File: src/rtl/fetch_stage.sv
// Instruction-fetch controller and IF/ID pipeline register for the pipelined MIPS core.
// Optional fetch-bubble counter is enabled by defining FETCH_PERF_CNT_EN.
module fetch_stage #(
   parameter logic [31:0] NOP_INSTR = 32'h0000_0000
) (
   input  logic        clk,
   input  logic        rst,
   input  logic [31:0] pc_cur,
   input  logic [31:0] imem_rdata,
   input  logic        imem_ready,
   input  logic        stall,
   input  logic        flush,
   input  logic [31:0] redirect_pc,
   output logic        imem_req,
   output logic [31:0] pc_next,
   output logic        pc_en,
   output logic [31:0] if_id_instr,
   output logic [31:0] if_id_pc4,
   output logic        if_id_valid
`ifdef FETCH_PERF_CNT_EN
   ,
   output logic [31:0] fetch_bubbles
`endif
);

   localparam logic [1:0] RST_HOLD = 2'd0;
   localparam logic [1:0] FETCH    = 2'd1;
   localparam logic [1:0] HOLD     = 2'd2;
   localparam logic [1:0] DISCARD  = 2'd3;

   logic [1:0]  state, state_nx;
   logic [31:0] hold_instr, hold_pc4;
   logic [31:0] pc4;
   logic        ld_mem, ld_hold, ld_bub, cap, empty;

   assign pc4     = pc_cur + 32'd4;
   assign pc_next = flush ? redirect_pc : pc4;

   always_comb begin
      state_nx = state;
      imem_req = 1'b0;
      pc_en    = 1'b0;
      ld_mem   = 1'b0;
      ld_hold  = 1'b0;
      ld_bub   = 1'b0;
      cap      = 1'b0;
      empty    = 1'b0;
      if (!rst) begin
         case (state)
            RST_HOLD: state_nx = FETCH;
            FETCH: begin
               imem_req = 1'b1;
               if (flush) begin
                  // a flush without a same-cycle response leaves a wrong-path word in flight
                  pc_en    = 1'b1;
                  ld_bub   = 1'b1;
                  state_nx = imem_ready ? FETCH : DISCARD;
               end else if (stall) begin
                  if (imem_ready) begin
                     cap      = 1'b1;
                     state_nx = HOLD;
                  end
               end else if (imem_ready) begin
                  ld_mem = 1'b1;
                  pc_en  = 1'b1;
               end else begin
                  ld_bub = 1'b1;
                  empty  = 1'b1;
               end
            end
            HOLD: begin
               if (flush) begin
                  pc_en    = 1'b1;
                  ld_bub   = 1'b1;
                  state_nx = FETCH;
               end else if (!stall) begin
                  ld_hold  = 1'b1;
                  pc_en    = 1'b1;
                  state_nx = FETCH;
               end
            end
            DISCARD: begin
               if (imem_ready) state_nx = FETCH;
               if (flush) begin
                  pc_en  = 1'b1;
                  ld_bub = 1'b1;
               end else if (!stall) begin
                  ld_bub = 1'b1;
                  empty  = 1'b1;
               end
            end
            default: state_nx = RST_HOLD;
         endcase
      end
   end

   always_ff @(posedge clk) begin
      if (rst) begin
         state       <= RST_HOLD;
         hold_instr  <= '0;
         hold_pc4    <= '0;
         if_id_instr <= NOP_INSTR;
         if_id_pc4   <= '0;
         if_id_valid <= 1'b0;
      end else begin
         state <= state_nx;
         if (cap) begin
            hold_instr <= imem_rdata;
            hold_pc4   <= pc4;
         end
         if (ld_mem) begin
            if_id_instr <= imem_rdata;
            if_id_pc4   <= pc4;
            if_id_valid <= 1'b1;
         end else if (ld_hold) begin
            if_id_instr <= hold_instr;
            if_id_pc4   <= hold_pc4;
            if_id_valid <= 1'b1;
         end else if (ld_bub) begin
            if_id_instr <= NOP_INSTR;
            if_id_pc4   <= '0;
            if_id_valid <= 1'b0;
         end
      end
   end

`ifdef FETCH_PERF_CNT_EN
   always_ff @(posedge clk) begin
      if (rst)
         fetch_bubbles <= '0;
      else if (empty && fetch_bubbles != 32'hFFFF_FFFF)
         fetch_bubbles <= fetch_bubbles + 32'd1;
   end
`endif

endmodule
File: config.mk
export PLATFORM = sky130hd
export DESIGN_NAME = fetch_stage
export DESIGN_NICKNAME = d
export VERILOG_FILES = /design/src/rtl/fetch_stage.sv
export SDC_FILE = /design/constraint.sdc
export NUM_CORES = 1
export LEC_CHECK = 0
export CELL_PAD_IN_SITES_DETAIL_PLACEMENT = 1
export CELL_PAD_IN_SITES_GLOBAL_PLACEMENT = 1
export CORE_MARGIN = 2
export CORE_UTILIZATION = 37
export DETAILED_ROUTE_END_ITERATION = 10
export PLACE_DENSITY = 0.91
export SETUP_SLACK_MARGIN = 0.1
export SLEW_MARGIN = 5
export SYNTH_ARGS = -nofsm -noshare
export SYNTH_HDL_FRONTEND = slang
export SYNTH_SLANG_ARGS = --single-unit
File: constraint.sdc
create_clock -name clk -period 5.2 [get_ports clk]
set_clock_uncertainty 0.15 [all_clocks]
set_input_delay 1.04 -clock clk [delete_from_list [all_inputs] [get_ports clk]]
set_output_delay 1.04 -clock clk [all_outputs]
set_load 0.1 [all_outputs]
# After elaboration in Yosys (flattened, before gate mapping)
# Index checks and enable logic that the tools add are counted.
[word_totals]
register_bits = 131
latch_bits = 0
mem_bits_rw = 0
romBits = 0
in_bits = 101
elab_cells = 59
mem_count = 0
[classes]
add_sub_neg = 1
mul = 0
n_div = 0
order_cmp = 0
eq_ne = 7
shift = 0
n_mux = 42
bitwise = 0
n_reduce_logical = 3
[op_table]
columns = ["cell", "count"]
rows = [
  ["32-bit two-way mux", 6],
  ["32-bit by 3-bit adder with 32-bit output, second input constant", 1],
  ["1-bit two-way mux", 26],
  ["2-bit two-way mux", 7],
  ["3-bit != test, second input constant", 3],
  ["2-bit case mux with 4 select lines", 1],
  ["1-bit case mux with 3 select lines", 2],
  ["2-bit == test, second input constant", 2],
  ["4-bit AND reduction", 1],
  ["3-bit nonzero test", 1],
  ["2-bit by 1-bit == test with 1-bit output, second input constant", 1],
  ["2-bit logical NOT", 1],
  ["2-bit != test, second input constant", 1],
]

# Logic depth before layout (Yosys ltp)
# Gate-level depths: netlist (run 1).
[logic_depth]
depth_word = 8
ltp_mapped = 8
mapped_depth_nobuf = 5

# Least setup slack after synthesis (run 1)
# OpenSTA, ideal clock, no wires.
[synth_path]
kind = "input port to output port"
start = "input port pc_cur[2]"
end = "output port pc_next[18]"
t_arrival_ns = 3.962
required_ns = 4.010
path_slack_ns = 0.048
path_stages = 6
n_path_buf = 1
path_cell_list = "ha_1 > nand4_4 > or4_4 > buf_2 > or3_1 > a31oi_1"
[synth_between]
elab_chain_len = 2
[synth_rtl]
columns = ["item", "line", "rtl"]
rows = [
  ["start: declaration", "8", "input logic [31:0] pc_cur,"],
  ["32-bit by 3-bit adder with 32-bit output", "36", "assign pc4 = pc_cur + 32'd4;"],
  ["32-bit two-way mux", "37", "assign pc_next = flush ? redirect_pc : pc4;"],
  ["end: declaration", "15", "output logic [31:0] pc_next,"],
]
# Every way passes these cells.

# Worst setup path after layout (run 1)
[layout_path]
start = "input port pc_cur[2]"
end = "output port pc_next[28]"
# Same word-level chain as after synthesis.

==> flow_metrics.py, run 1 <==
metrics = {
    "placement": {
        "dp_hpwl_mm": 17.2,
        "pre_cts_ws_ns": 0.235,
        "io_buffers": 199,
        "gp_congestion": 0.823,
    },
    "logic_synthesis": {
        "yosys-top-cells-area": "dfxtp_1 41%, a222oi_1 5.9%, nand2_1 5.9%",
        "syn_nets": 883,
        "yosysTopAreaCell": "dfxtp_1",
        "netlist.area_leader.share_pct": 40.9,
        "synthCells": 781,
        "avgSynthCellArea_sq_um": 8.21,
        "syn_area_sq_um": 6410,
        "yosysSeqAreaShare_pct": 40.9,
        "yosysWarnings": 0,
        "ys_ff_latch": 131,
        "yosysUniqueCellTypes": 57,
        "synthArstFlopShare_pct": 0,
        "synth_ff_type": "dfxtp_1",
        "synth_edf_count": 0,
    },
    "sta": {
        "fin_crit_ns": 4.96,
        "hold_slack_ns": 0.311,
        "fmax_ghz": 0.202,
        "tightest_slew_ns": 1.26,
        "period_share_pct": 95.4,
        "hold_viol": 0,
        "max_slew_margin_pct": 16.2,
        "setup_viol": 0,
        "rsz0062_at_grt": "false",
        "setup_slack_ns": 0.240,
        "slew_viol_final": 0,
        "finalSetupTns_ns": 0,
    },
    "clock_network": {
        "cts_tree": "built",
        "cts-root-buf": "clkbuf_16",
        "holdBufCountCts": 0,
        "clkSlewWorstSetupHoldPaths_ns": 0.06,
        "numCtsBuffers": 17,
        "cts_sinks": 131,
        "post-cts-setup-buffer-count": 0,
        "cts_resized": 0,
        "clk_latency_ns": 0.41,
        "cts.htree.levels": 4,
        "clockBufferDepth": 2,
    },
    "setup_path": {
        "startpoint": "pc_cur[2]",
        "slowest_stage": "or4_4",
        "slowest_delay_ns": 0.68,
        "crit_type": "primary input to primary output",
        "arrival_ns": 3.77,
        "worstSetupStartpointType": "primary input",
        "critical_path_buf_inv_count": 2,
        "critPathRequiredTime_ns": 4.01,
        "reg2reg_from": "state[0]$_SDFFE_PP0P_",
        "cp_max_fo": 22,
        "path_cells": "clkdlybuf4s50_1 > ha_1 > nand4_4 > or4_4 > or4_1 > nand3_1 > buf_12",
        "cp_top_family": "simple AND/OR/NAND/NOR gates",
        "critPathCaptureType": "primary output",
    },
    "floorplan": {
        "coreArea_sq_um": 17100,
        "die_w_um": 136,
        "row_count": 48,
        "start_util_pct": 37.4,
        "ios": 200,
        "die_height_um": 136,
        "dieArea_sq_um": 18400,
    },
    "drt": {
        "drt_iter0_drc": 604,
        "drtAntennaViolNets": 0,
        "routed_wl_mm": 25.3,
        "drc": 0,
        "wl_per_cell_um": 21.5,
        "vias": 7171,
        "drt-pass1-iter-count": 8,
        "via_per_inst": 6.09,
    },
    "finish": {
        "drive_gt1_share_pct": 11.3,
        "nNetsFinal": 1042,
        "synthToLayoutAreaGrowth_pct": 45.5,
        "finalCoreUtilization_pct": 54.5,
        "diodes": 0,
        "fillers": 1975,
    },
    "worst_hold_path": {
        "hold_start": "hold_pc4[1]$_SDFFE_PP0P_",
        "hp-class": "flip-flop to flip-flop",
    },
    "power": {
        "ir_drop_v": 0.000184,
        "power.leakage_uw": 0.00332,
        "total_power_uw": 2790,
        "p_per_area_nw_per_um2": 299,
    },
    "global_routing": {
        "grt_pass1_wl_mm": 39.7,
        "grt_use_total_pct": 27.4,
        "grt_antenna_before_repair": 0,
        "grt_max_degree": 73,
        "grt_overflow": 0,
        "grt_pass1_vias": 7477,
    },
    "run_status": {
        "status": "finished, final reports clean",
    },
    "job": {
        "max_cap_violations": 0,
    },
}
-- flip-flops by register name, indices dropped and copies added, names as in the netlist --
signal       flops
state            2
if_id_valid      1
if_id_pc4       32
if_id_instr     32
hold_instr      32
hold_pc4        32
-- worst reg2reg max path, stage by stage (launching register included) --
cell and delay (ns):
dfxtp_1 0.43, nor4b_2 0.85, and2_2 0.83, buf_4 0.36, a22oi_1 0.10, a21oi_1 0.19
-- per-stage QoR --
step / std cells / area [sq um]
after floorplan: 781 / 6420
after global placement: 1146 / 8730
after detailed placement: 1146 / 8730
after CTS: 1177 / 9330
after global routing: 1177 / 9330
final: 1177 / 9330
-- synthesized netlist by cell type, types with 11 or more instances --
| library cell | n |
|---|---|
| nand2_1 | 101 |
| nor3_1 | 11 |
| dfxtp_1 | 131 |
| a22oi_1 | 19 |
| o211a_1 | 12 |
| buf_1 | 11 |
| clkbuf_1 | 55 |
| nand3_1 | 53 |
| a21oi_1 | 22 |
| o211ai_1 | 21 |
| a222oi_1 | 38 |
| or4_1 | 24 |
| o21ai_0 | 65 |
| buf_2 | 13 |
| nor2_1 | 63 |
| nor4_1 | 18 |
-- metal layers --
layer | part of all wire (%) | global-route usage (%)
met2 | 50 | 47.5
met4 | 3.7 | 13.6
met1 | 40 | 32.2
met5 | 0 | 0
met3 | 5.9 | 5.65
-- where the power goes --
| group | internal (uW) | switching (uW) |
|---|---|---|
| combinational | 185 | 369 |
| clock | 743 | 453 |
| sequential | 1020 | 12.5 |
-- path summary, 6_finish.rpt --
path	to	slack [ns]	cells after the start
max	pc_next[28]	0.24	7
max reg2reg	if_id_pc4[10]$_SDFFE_PP0P_	2.21	5
min reg2reg	hold_pc4[1]$_SDFFE_PP0P_	0.31	2
min	hold_pc4[1]$_SDFFE_PP0P_	0.31	2
-- cells in the final DEF (no fill, tap or decap), types with 23 or more instances in the layout --
cell type,n
clkdlybuf4s50_1,163
dfxtp_1,131
nand2_1,101
o21ai_0,65
nor2_1,61
nand3_1,53
a222oi_1,38
buf_4,32
or4_1,24
buf_12,23
-- logic make-up (layout without fill, tap and decap cells) --
logic type               Yosys count  count (layout)  share of synthesized area, %
AO/OA/AOI/OAI                    226             226                          25.6
flip-flops                       131             131                          40.9
buffers and inverters             90             261                          5.64
multiplexers                       6               6                          1.05
XOR/XNOR                          11              11                          1.50
AND/OR/NAND/NOR                  316             316                          25.1
adder cells (fa/ha/maj)            1               1                         0.195
-- cell type report --
cell class / instances / area, sq um / area share, %
repair buffers: 220 / 2340 / 25.1
inverters: 10 / 37.5 / 0.403
flip-flops and latches: 131 / 2620 / 28.1
multi-input cells: 560 / 3450 / 37.0
clock buffers: 20 / 467 / 5.00
well taps: 225 / 282 / 3.02
clock inverters: 11 / 126 / 1.36
(Power assumes the default switching activity.)
==> run 2, diff against run 1 <==
Settings changed: GPL_ROUTABILITY_DRIVEN from default to 0.
==> results of run 2 <==
No change in the layout: final DEF, timing and power equal those of run 1.
